**config.mk**
```make
export PLATFORM = sky130hd
export DESIGN_NAME = loproc_alu_seq
export DESIGN_NICKNAME = d
export VERILOG_FILES = /design/src/rtl/loproc_alu_seq.sv
export SDC_FILE = /design/constraint.sdc
export NUM_CORES = 1
export LEC_CHECK = 0
export BUFFER_PORTS_ARGS = -buffer_cell sky130_fd_sc_hd__buf_2
export CORE_ASPECT_RATIO = 2
export CORE_UTILIZATION = 30
export CTS_CLUSTER_DIAMETER = 60
export CTS_CLUSTER_SIZE = 8
export DETAILED_ROUTE_END_ITERATION = 8
export PLACE_DENSITY = 0.52
export SYNTH_ARGS = -nofsm -noshare
export SYNTH_HDL_FRONTEND = slang
export SYNTH_SLANG_ARGS = --single-unit
```
**constraint.sdc**
```tcl
create_clock -name clk -period 2.7 [get_ports clk]
set_clock_uncertainty 0.05 [all_clocks]
set_input_delay 0.54 -clock clk [delete_from_list [all_inputs] [get_ports clk]]
set_output_delay 0.54 -clock clk [all_outputs]
set_load 0.03 [all_outputs]
```
**src/rtl/loproc_alu_seq.sv**
```systemverilog
// Sequencer that drives an external combinational ALU to execute 32-bit ops in one
// pass and 64-bit ADD64/SUB64 as a low/high pair with a chained carry.
//
// state   | meaning
// IDLE    | req_ready high, waiting for a request
// EXEC_LO | low operand words on the ALU, capture at clock end
// EXEC_HI | high operand words on the ALU with low-word carry chained in
// RESP    | rsp_* held until the consumer takes them
`ifndef DATA_WIDTH
`define DATA_WIDTH 32
`endif

module loproc_alu_seq (
  input  logic                     clk,
  input  logic                     rst,
  input  logic                     req_valid,
  output logic                     req_ready,
  input  logic [3:0]               req_op,
  input  logic [2*`DATA_WIDTH-1:0] req_a,
  input  logic [2*`DATA_WIDTH-1:0] req_b,
  output logic                     rsp_valid,
  input  logic                     rsp_ready,
  output logic [2*`DATA_WIDTH-1:0] rsp_result,
  output logic                     rsp_carry,
  output logic                     rsp_zero,
  output logic                     rsp_err,
  output logic [`DATA_WIDTH-1:0]   alu_x,
  output logic [`DATA_WIDTH-1:0]   alu_y,
  output logic                     alu_zx,
  output logic                     alu_zy,
  output logic                     alu_nx,
  output logic                     alu_ny,
  output logic                     alu_f,
  output logic                     alu_l,
  output logic                     alu_cs,
  output logic                     alu_asel,
  output logic                     alu_cin,
  input  logic [`DATA_WIDTH-1:0]   alu_out,
  input  logic                     alu_cout
);
  localparam int W = `DATA_WIDTH;

  typedef enum logic [1:0] {IDLE, EXEC_LO, EXEC_HI, RESP} state_t;
  typedef struct packed {
    logic zx, zy, nx, ny, f, l, cs, asel;
  } ctl_t;

  state_t         state;
  ctl_t           ctl_q;
  logic [3:0]     op_q;
  logic [W-1:0]   a_hi, b_hi, lo_q;
  logic           carry_flag;
  logic [2*W-1:0] fin_result;
  logic           fin_carry;

  function automatic ctl_t decode(input logic [3:0] op);
    ctl_t c;
    c = '0;
    case (op)
      4'd0:  c.f = 1'b1;
      4'd1:  begin c.ny = 1'b1; c.f = 1'b1; c.cs = 1'b1; end
      4'd3:  begin c.nx = 1'b1; c.ny = 1'b1; c.asel = 1'b1; end
      4'd4:  c.l = 1'b1;
      4'd5:  begin c.zy = 1'b1; c.l = 1'b1; c.asel = 1'b1; end
      4'd6:  begin c.f = 1'b1; c.cs = 1'b1; end
      4'd7:  c.f = 1'b1;
      4'd8:  begin c.ny = 1'b1; c.f = 1'b1; c.cs = 1'b1; end
      4'd9:  begin c.zy = 1'b1; c.l = 1'b1; end
      4'd10: begin c.zy = 1'b1; c.nx = 1'b1; c.f = 1'b1; c.cs = 1'b1; end
      default: c = '0;
    endcase
    return c;
  endfunction

  function automatic logic is_arith(input logic [3:0] op);
    return (op == 4'd0) || (op == 4'd1) || (op == 4'd6) ||
           (op == 4'd7) || (op == 4'd8) || (op == 4'd10);
  endfunction

  function automatic logic is_wide(input logic [3:0] op);
    return (op == 4'd7) || (op == 4'd8);
  endfunction

  assign {alu_zx, alu_zy, alu_nx, alu_ny, alu_f, alu_l, alu_cs, alu_asel} = ctl_q;

  // Illegal opcodes still run the ALU pass but their result is discarded.
  always_comb begin
    fin_result = '0;
    if (state == EXEC_HI)
      fin_result = {alu_out, lo_q};
    else if (op_q <= 4'd10)
      fin_result = {{W{1'b0}}, alu_out};
    fin_carry = is_arith(op_q) & alu_cout;
  end

  always_ff @(posedge clk) begin
    if (rst) begin
      state      <= IDLE;
      req_ready  <= 1'b1;
      rsp_valid  <= 1'b0;
      rsp_result <= '0;
      rsp_carry  <= 1'b0;
      rsp_zero   <= 1'b0;
      rsp_err    <= 1'b0;
      carry_flag <= 1'b0;
      alu_x      <= '0;
      alu_y      <= '0;
      alu_cin    <= 1'b0;
      ctl_q      <= '0;
      op_q       <= '0;
      a_hi       <= '0;
      b_hi       <= '0;
      lo_q       <= '0;
    end else begin
      case (state)
        IDLE: begin
          if (req_valid) begin
            op_q      <= req_op;
            a_hi      <= req_a[2*W-1:W];
            b_hi      <= req_b[2*W-1:W];
            alu_x     <= req_a[W-1:0];
            alu_y     <= req_b[W-1:0];
            ctl_q     <= decode(req_op);
            alu_cin   <= (req_op == 4'd1) || (req_op == 4'd8) || (req_op == 4'd10) ||
                         ((req_op == 4'd6) && carry_flag);
            req_ready <= 1'b0;
            state     <= EXEC_LO;
          end
        end
        EXEC_LO, EXEC_HI: begin
          if (state == EXEC_LO && is_wide(op_q)) begin
            lo_q     <= alu_out;
            alu_x    <= a_hi;
            alu_y    <= b_hi;
            ctl_q.cs <= 1'b1;
            alu_cin  <= alu_cout;
            state    <= EXEC_HI;
          end else begin
            rsp_result <= fin_result;
            rsp_carry  <= fin_carry;
            rsp_zero   <= (fin_result == '0);
            rsp_err    <= (op_q > 4'd10);
            if (is_arith(op_q))
              carry_flag <= alu_cout;
            rsp_valid  <= 1'b1;
            alu_x      <= '0;
            alu_y      <= '0;
            alu_cin    <= 1'b0;
            ctl_q      <= '0;
            state      <= RESP;
          end
        end
        RESP: begin
          if (rsp_ready) begin
            rsp_valid <= 1'b0;
            req_ready <= 1'b1;
            state     <= IDLE;
          end
        end
        default: state <= IDLE;
      endcase
    end
  end
endmodule

```
==> metrics.csv, run 1 <==
metric,value,unit
status,"finished, final reports clean",
TritonCTS Buffers,36,
vias in the first global route,9131,
vias,9404,
syn_nets,1343,
top-area cell type share of the netlist area,51.5,%
clock latency on the worst-skew pair,520,ps
Post-synth top cells,"282 x nand2_1, 244 x dfxtp_1, 145 x a21oi_1",
final setup TNS,0,ps
FP Rows,91,
Core Region,31000,um2
WP depth,6,
"Setup violations, final",0,
count of final hold-check violations,0,
hold_ws,215,ps
worst setup path end,alu_cin,
Max Cap Viol,0,
unrepaired setup endpoints after global routing,false,
hold_buf cts,0,
H-tree depth,2,
Root Buffer,clkbuf_16,
postcts setup bufs,0,
final cell utilization of the core,40.2,%
Critical Path RT,3070,ps
post-route ant nets,0,
Finished Layout Cells,1856,
critical path type,reg -> reg,
HPWL Detailed,23700,um
Reg-to-Reg End,alu_cin,
CTS Sinks,244,
pwr/cell area,1050,nW/um2
crit path launch,state[0],
fraction of layout cells with a size suffix above 1,26.6,%
DRT iter0 DRCs,524,
"Cell Area, Synth",9490,um2
Worst path max stage delay,620,ps
Leak,5.15,nW
Unique masters post-synth,49,
"Reg clk slew, reported paths",50,ps
Synth async-reset ratio,0,%
clk buf depth,3,
Die Height,253,um
P&R area growth vs syn,31.1,%
initial antenna violation count,4,
synthesized area per cell,8.11,um2
Worst VDD drop,0.600,mV
Post-CTS Resized,0,
Initial DRT Pass Iterations,5,
reg2reg start,state[0],
critical path's slowest cell,buf_4,
Detailed Route WL,34400,um
CTS tree,yes,
Seq cells post-synth,244,
die area,32400,um2
Final period util,82.9,%
first-pass GRT wire length,51600,um
Setup crit start kind,register,
"Seq/Total Area, Yosys",51.5,%
Setup WS post-layout,461,ps
number of flops mapped to enable cells by yosys,0,
Syn Inst Count,1170,
register area,4880,um2
Synthesis Warnings,0,
"count leader, synth",nand2_1,
Period minus WS final,2240,ps
GPL Wtd Cong,0.806,
Placed Instances,1814,
overall fraction of global-route tracks in use,20.9,%
WL/cell,18.5,um
crit path DAT,2610,ps
Critical Path Fanout Max,66,
Area contributors post-synth,"dfxtp_1 51%, nand2_1 11%, a221oi_1 9.0%",
"Top FF cell, synth",dfxtp_1,
Fill cells,3296,
Tightest Pin Transition,809,ps
number of vias per cell,5.07,
Initial Util,30.6,%
"Buf+Inv Stages, Crit Path",3,
gr ovfl total,0,
CP endpoint kind,register,
multi-input logic area,4170,um2
Top Ports,311,
port buffer count,309,
crit path cell chain,inv_1 -> ha_1 -> inv_2 -> buf_4 -> o21ai_0 -> a311oi_1,
reg2reg setup slack,460,ps
relative slew slack,45.6,%
largest area contributor in the netlist,dfxtp_1,
DRC viols,0,
cell family with most CP delay,buffers and inverters,
Layout Nets,1607,
Die Width,128,um
pre-CTS setup slack,475,ps
f_max,0.447,GHz
class of the worst hold path,in -> reg,
largest net degree at the start of global routing,92,
reg2reg path depth,6,
Slew Limit Fails,0,
## worst register-to-register path: stages (launching register included)
cell and delay, ps:
dfxtp_1 390, inv_1 90, ha_1 320, inv_2 90, buf_4 620, o21ai_0 270, a311oi_1 310
## stage by stage
step	total power (W)	cell area, um2
after floorplan	0.00756	9490
final	0.0130	12400
after global placement	0.00901	11500
after CTS	0.0132	12400
after detailed placement	0.00906	11500
after global routing	0.0137	12400
## how the worst min path moves through the flow
stage	startpoint	end	slack, ps	cells after the start
CTS	req_a[63]	a_hi[31]	190	3
detailed placement	alu_cs	alu_cs	390	2
global placement	alu_cs	alu_cs	390	2
finish	req_a[36]	a_hi[4]	220	3
global route	req_a[34]	a_hi[2]	200	3
floorplan	a_hi[0]	a_hi[0]	390	2
## logic make-up (layout without fill, tap and decap cells)
family,Yosys count,count (layout),share of synthesized area (%)
adders and majority gates,4,4,0.528
buffers and inverters,111,377,4.80
AOI/OAI and AO/OA,268,268,18.7
muxes,3,3,0.317
other,1,3,0.0395
and+or+nand+nor,536,536,23.8
xor gates and xnor gates,3,3,0.277
DFF,244,244,51.5
## power breakdown
group | leakage, nW | total [W] | internal (W) | switching, W
Sequential | 2.00 | 0.00462 | 0.00425 | 0.000372
Clock | 0.479 | 0.00407 | 0.00250 | 0.00157
Combinational | 2.68 | 0.00430 | 0.00132 | 0.00298
Total | 5.15 | 0.0130 | 0.00808 | 0.00492
## layout by cell type (no fill, tap or decap), types with 2 or more instances in the layout
| master | instances |
|---|---|
| a22oi_1 | 3 |
| nand3_1 | 6 |
| o21ai_0 | 6 |
| nor2b_1 | 2 |
| clkbuf_16 | 37 |
| nor4b_1 | 2 |
| inv_6 | 2 |
| inv_1 | 4 |
| nand3b_1 | 2 |
| nand2b_1 | 3 |
| nand4b_1 | 2 |
| buf_4 | 11 |
| a21oi_1 | 144 |
| nor2_1 | 117 |
| diode_2 | 2 |
| buf_2 | 308 |
| buf_12 | 11 |
| nor3_1 | 99 |
| xnor2_1 | 2 |
| dfxtp_1 | 244 |
| a221oi_1 | 97 |
| inv_2 | 2 |
| o211ai_1 | 2 |
| ha_1 | 4 |
| nand2_1 | 281 |
| mux2i_1 | 3 |
| nor4_1 | 11 |
| nand4_1 | 3 |
## metal layers
| layer | wire length (um) | GRT usage, % | vias up |
|---|---|---|---|
| met4 | 1740 | 12.2 | 4 |
| met2 | 18600 | 38.7 | 339 |
| li1 | - | - | 4607 |
| met5 | 23 | 0 | - |
| met3 | 1820 | 4.02 | 88 |
| met1 | 12200 | 21.5 | 4366 |
## layout make-up
cell class | instances | area share (%)
Clock inverter | 3 | 0.382
Timing Repair Buffer | 331 | 14.9
Tap cell | 418 | 4.20
Inverter | 6 | 0.181
Multi-Input combinational cell | 815 | 33.5
Sequential cell | 244 | 39.3
Antenna cell | 2 | 0.0402
Clock buffer | 37 | 7.44
## registers in the layout, summed over array words and instances, names as in the netlist, 2 cells and up
signal,cells
alu_y,32
state,2
op_q,4
lo_q,32
b_hi,32
a_hi,32
rsp_result,64
alu_x,32
Power figures use the tool's default switching activity.
==> run 2: changes to the inputs <==
Settings changed: PLACE_DENSITY 0.52 to 0.54.
Clock period 2.7 ns to 2 ns, I/O delays scaled along.
==> metrics.csv, run 2 (same netlist as run 1, synthesis figures left out) <==
metric,value,unit,change
class of the worst hold path,in -> reg,,
Tightest Pin Transition,699,ps,-110 ps
final cell utilization of the core,41.0,%,+0.88 points
die area,32400,um2,unchanged
status,"finished, final reports clean",,
pwr/cell area,1400,nW/um2,+34%
Root Buffer,clkbuf_16,,
Worst VDD drop,0.746,mV,+24%
Leak,5.31,nW,+3.0%
pre-CTS setup slack,76.7,ps,-398 ps
vias in the first global route,9385,,+2.8%
clk buf depth,3,,unchanged
Tot Pwr,0.0178,W,+37%
overall fraction of global-route tracks in use,21.0,%,+0.12 points
Slew Limit Fails,0,,unchanged
vias,9548,,+1.5%
Clock power frac,30.4,%,-0.9 points
Setup crit start kind,register,,
gr ovfl total,0,,unchanged
f_max,0.528,GHz,+18%
Setup WS post-layout,107,ps,-354 ps
largest net degree at the start of global routing,73,,-21%
Psw,0.00670,W,+36%
Fill cells,3292,,-0.12%
Sw Ratio,37.7,%,-0.21 points
Worst Hold Path Cells,3,,unchanged
final setup TNS,0,ps,unchanged
H-tree depth,2,,unchanged
Critical Path RT,2370,ps,-700 ps
reg2reg path depth,8,,+2
logic gate share of total power,34.7,%,+1.6 points
post-route ant nets,0,,unchanged
DRT iter0 DRCs,441,,-16%
Die Width,128,um,unchanged
Layout Nets,1633,,+1.6%
"commonest cells after routing, fill and taps aside","308 x buf_2, 281 x nand2_1, 244 x dfxtp_1",,
fraction of layout cells with a size suffix above 1,28.2,%,+1.5 points
hold_buf cts,0,,unchanged
crit path cell chain,inv_1 -> ha_1 -> inv_2 -> o21ai_4 -> buf_4 -> buf_6 -> nor2_1 -> nor3_1,,
initial antenna violation count,4,,unchanged
P&R area growth vs syn,34.0,%,
count of final hold-check violations,0,,unchanged
"most common cell after layout, fill and taps aside",buf_2,,
CTS Sinks,244,,unchanged
critical path type,reg -> reg,,
first-pass GRT wire length,52300,um,+1.2%
Core Region,31000,um2,unchanged
max reg flops,64,,unchanged
Period minus WS final,1890,ps,-346 ps
unrepaired setup endpoints after global routing,false,,
crit path DAT,2260,ps,-350 ps
HPWL Detailed,23700,um,-0.21%
"Reg clk slew, reported paths",50,ps,about the same
FP Rows,91,,unchanged
GPL Wtd Cong,0.825,,+2.4%
CTS tree,yes,,
Largest Register,rsp_result,,
port buffer count,309,,unchanged
Top Ports,311,,unchanged
Internal Power,0.0111,W,+37%
Initial Util,30.6,%,unchanged
Die Height,253,um,unchanged
Max Cap Viol,0,,unchanged
critical path's slowest cell,dfxtp_1,,
clock latency on the worst-skew pair,500,ps,-20 ps
CP endpoint kind,register,,
Final period util,94.6,%,+12 points
Initial DRT Pass Iterations,5,,unchanged
DRC viols,0,,unchanged
relative slew slack,53.0,%,+7.4 points
hold_ws,82.6,ps,-133 ps
WL/cell,18.5,um,-0.24%
Worst path max stage delay,380,ps,-240 ps
Flop pwr share,34.9,%,-0.7 points
TritonCTS Buffers,36,,unchanged
Detailed Route WL,34800,um,+1.2%
Critical Path Fanout Max,32,,-52%
"Setup violations, final",0,,unchanged
number of vias per cell,5.07,,+0.13%
-- run 2: cell types whose count changed in the layout (fill, tap and decap cells not counted), sizes merged --
cell	delta
buf	+25
diode	+2
inv	-2
clkbuf	+1
-- run 2: critical path: cells and delay by family, from the launching register on --
family / cells / cell delay [ps]
adder cells (fa/ha/maj): 1 / 310
AO/OA/AOI/OAI: 1 / 190
buffers and inverters: 4 / 600
AND/OR/NAND/NOR: 2 / 260
flip-flops: 1 / 380
-- run 2: final cells by class --
class / instances / area, um2 / share of cell area [%]
diodes: 4 / 10.0 / 0.0787
repair buffers: 357 / 2110 / 16.6
inverters: 6 / 22.5 / 0.177
multi-input cells: 815 / 4200 / 33.1
flip-flops and latches: 244 / 4880 / 38.4
clock inverters: 1 / 30.0 / 0.236
well taps: 418 / 523 / 4.11
clock buffers: 37 / 926 / 7.28
-- run 2: metrics by stage --
stage	cells	instance area, um2
after floorplan	1170	9490
after global placement	1837	11700
after detailed placement	1837	11700
after CTS	1875	12600
after global routing	1882	12700
final	1882	12700
-- run 2: timing repair --
action,CTS,global route
setup endpoints to repair,0,43
resized for setup,0,6
buffers inserted,0,2
-- run 2: power by group through the flow --
stage          sequential (W)  clock, W  combinational (W)
6_report              0.00620   0.00541            0.00617
5_1_grt               0.00631   0.00577            0.00671
4_1_cts               0.00620   0.00559            0.00614
3_5_place_dp          0.00630         0            0.00611
3_3_place_gp          0.00628         0            0.00608
2_1_floorplan         0.00760         0            0.00261
-- run 2: final timing paths --
path                                     start        endpoint  slack [ps]
worst min register to register  rsp_result[63]  rsp_result[63]         400
worst max register to register        state[0]       alu_x[18]         110
worst min-delay path                 req_a[35]         a_hi[3]          80
worst max-delay path                  state[0]       alu_x[18]         110
-- run 2: routing by layer --
layer	vias to the layer above	routed length [um]	global-route usage [%]
met3	104	1720	3.60
met5	-	0	0
met4	0	2090	14.4
li1	4654	-	-
met1	4469	12600	22.1
met2	321	18300	37.8
==> run 3: changes to the inputs <==
--- a/config.mk
+++ b/config.mk
@@ -12,4 +12,5 @@
 export CTS_CLUSTER_SIZE = 8
 export DETAILED_ROUTE_END_ITERATION = 8
+export MAX_ROUTING_LAYER = met4
 export PLACE_DENSITY = 0.54
 export SYNTH_ARGS = -nofsm -noshare
==> constraint.sdc (replaced) <==
create_clock -name clk -period 2 [get_ports clk]
set_clock_uncertainty 0.05 [all_clocks]
set_input_delay 0.1 -clock clk [delete_from_list [all_inputs] [get_ports clk]]
set_output_delay 0.1 -clock clk [all_outputs]
set_load 0.03 [all_outputs]
==> metrics.csv, run 3 (same netlist as run 1, synthesis figures left out) <==
metric,value,unit,change
critical path's slowest cell,dfxtp_1,,
CP endpoint kind,register,,
Worst Hold Path Cells,2,,-1
Finished Layout Cells,2045,,+8.7%
reg2reg path depth,7,,-1
clock latency on the worst-skew pair,510,ps,about the same
class of the worst hold path,in -> reg,,
relative slew slack,56.6,%,+3.6 points
Initial Util,30.6,%,unchanged
Die Height,253,um,unchanged
GPL Wtd Cong,0.826,,about the same
status,"finished, final reports clean",,
placed inst area,11600,um2,-0.43%
Worst path max stage delay,380,ps,about the same
DRC viols,0,,unchanged
crit path cell chain,inv_1 -> ha_1 -> buf_4 -> o211a_4 -> buf_12 -> a221oi_2 -> nor3_1,,
crit path DAT,2240,ps,-20 ps
hold wc startpoint,rst,,
Layout Nets,1795,,+9.9%
met1 wire length,13200,um,+4.3%
FP Rows,91,,unchanged
"Setup violations, final",0,,unchanged
first-pass GRT wire length,54800,um,+4.8%
Setup crit start kind,register,,
Detailed Route WL,36500,um,+4.9%
logic gate share of total power,35.1,%,+0.4 points
Tot Pwr,0.0182,W,+2.0%
largest net degree at the start of global routing,82,,+12%
Tightest Pin Transition,651,ps,-47.7 ps
Critical Path RT,2330,ps,-40 ps
Die Width,128,um,unchanged
"Buf+Inv Stages, Crit Path",3,,-1
Worst VDD drop,0.690,mV,-7.5%
gr ovfl total,0,,unchanged
post-route ant nets,0,,unchanged
cell family with most CP delay,compound AO/OA/AOI/OAI gates,,
unrepaired setup endpoints after global routing,true,,
final cell utilization of the core,46.6,%,+5.5 points
Slew Limit Fails,0,,unchanged
f_max,0.525,GHz,-0.67%
DRT iter0 DRCs,471,,+6.8%
port buffer count,309,,unchanged
multi-input logic area,4260,um2,+1.3%
Fill cells,3144,,-4.5%
Final period util,95.3,%,+0.64 points
Initial DRT Pass Iterations,5,,unchanged
Critical Path Fanout Max,38,,+19%
clk buf depth,3,,unchanged
count of final hold-check violations,0,,unchanged
"most common cell after layout, fill and taps aside",buf_2,,
critical path type,reg -> reg,,
WL/cell,17.8,um,-3.4%
CTS tree,yes,,
P&R area growth vs syn,52.0,%,
HPWL Detailed,23800,um,+0.70%
Internal Power,0.0114,W,+2.5%
Reg-to-Reg End,alu_y[14],,
CTS Sinks,244,,unchanged
met2 WL post-DR,19400,um,+6.1%
Leak,6.00,nW,+13%
reg2reg start,state[1],,
TritonCTS Buffers,36,,unchanged
Clock power frac,30.6,%,+0.2 points
Largest Register,rsp_result,,
hold path endpoint,b_hi[31],,
met3 routed WL,1740,um,+1.3%
reg2reg setup slack,90,ps,about the same
final setup TNS,0,ps,unchanged
Placed Instances,1832,,-0.27%
Root Buffer,clkbuf_16,,
die area,32400,um2,unchanged
vias,10300,,+7.4%
Psw,0.00679,W,+1.3%
"commonest cells after routing, fill and taps aside","308 x buf_2, 281 x nand2_1, 244 x dfxtp_1",,
fraction of layout cells with a size suffix above 1,25.4,%,-2.8 points
Max Cap Viol,0,,unchanged
number of vias per cell,5.01,,-1.2%
Top Ports,311,,unchanged
Period minus WS final,1910,ps,+12.8 ps
vias in the first global route,10100,,+7.6%
"Reg clk slew, reported paths",50,ps,about the same
register area,4880,um2,unchanged
Sw Ratio,37.4,%,-0.26 points
Finished Cell Area,14400,um2,+13%
Flop pwr share,34.3,%,-0.6 points
H-tree depth,2,,unchanged
Core Region,31000,um2,unchanged
overall fraction of global-route tracks in use,22.5,%,+1.5 points
pwr/cell area,1260,nW/um2,-10%
initial antenna violation count,2,,-2
max reg flops,64,,unchanged
DR top layer,met4,,
## run 3: cell count changes in the layout (fill, tap and decap cells not counted)
cell / before / now
nor4_1: 11 / 10
a221oi_2: 5 / 7
buf_6: 1 / 3
a31o_4: 0 / 1
nor4b_4: 0 / 1
nor4b_1: 2 / 1
clkinv_8: 0 / 1
buf_4: 32 / 25
a221oi_1: 92 / 90
diode_2: 4 / 3
a31oi_2: 0 / 1
nor4_2: 0 / 1
dlygate4sd3_1: 0 / 167
a31o_2: 1 / 0
## run 3: what timing repair did
item	4_1_cts	5_1_grt
hold endpoints to repair	233	0
setup buffers	0	2
resized for setup	0	14
setup endpoints to repair	0	129
hold buffers	167	0
## run 3: metal layers
| metal | vias to the layer above | track usage (%) |
|---|---|---|
| li1 | 4981 | - |
| met1 | 4766 | 22.8 |
| met2 | 394 | 40.2 |
| met3 | 111 | 3.31 |
| met4 | 0 | 14.4 |
| met5 | - | - |
## run 3: layout make-up
class                   instances  area share (%)
repair buffers                518            25.9
multi-input cells             816            29.5
diodes                          3          0.0521
inverters                       6           0.156
clock inverters                 2           0.321
flip-flops and latches        244            33.9
clock buffers                  38            6.59
well taps                     418            3.63
## run 3: power groups by stage
stage,Sequential (W),Clock (W),Combinational [W]
final,0.00622,0.00556,0.00637
after detailed placement,0.00632,0,0.00603
after global placement,0.00630,0,0.00598
after floorplan,0.00760,0,0.00261
after CTS,0.00622,0.00573,0.00629
after global routing,0.00632,0.00591,0.00689
## run 3: stage by stage
stage	setup WS (ps)	hold WS [ps]
floorplan	62.4	186
global placement	97.3	291
detailed placement	66.2	296
CTS	46.0	98.3
global route	-26.8	143
finish	94.4	100
## run 3: worst max path at each step
stage,startpoint,endpoint,depth (start not counted),slack (ps)
final,state[1],alu_y[14],7,90
after global routing,state[1],rsp_result[12],8,-30
after CTS,state[1],rsp_result[10],6,50
after detailed placement,state[0],rsp_result[57],8,70
after global placement,state[0],rsp_carry,6,100
after floorplan,state[0],alu_x[11],9,60
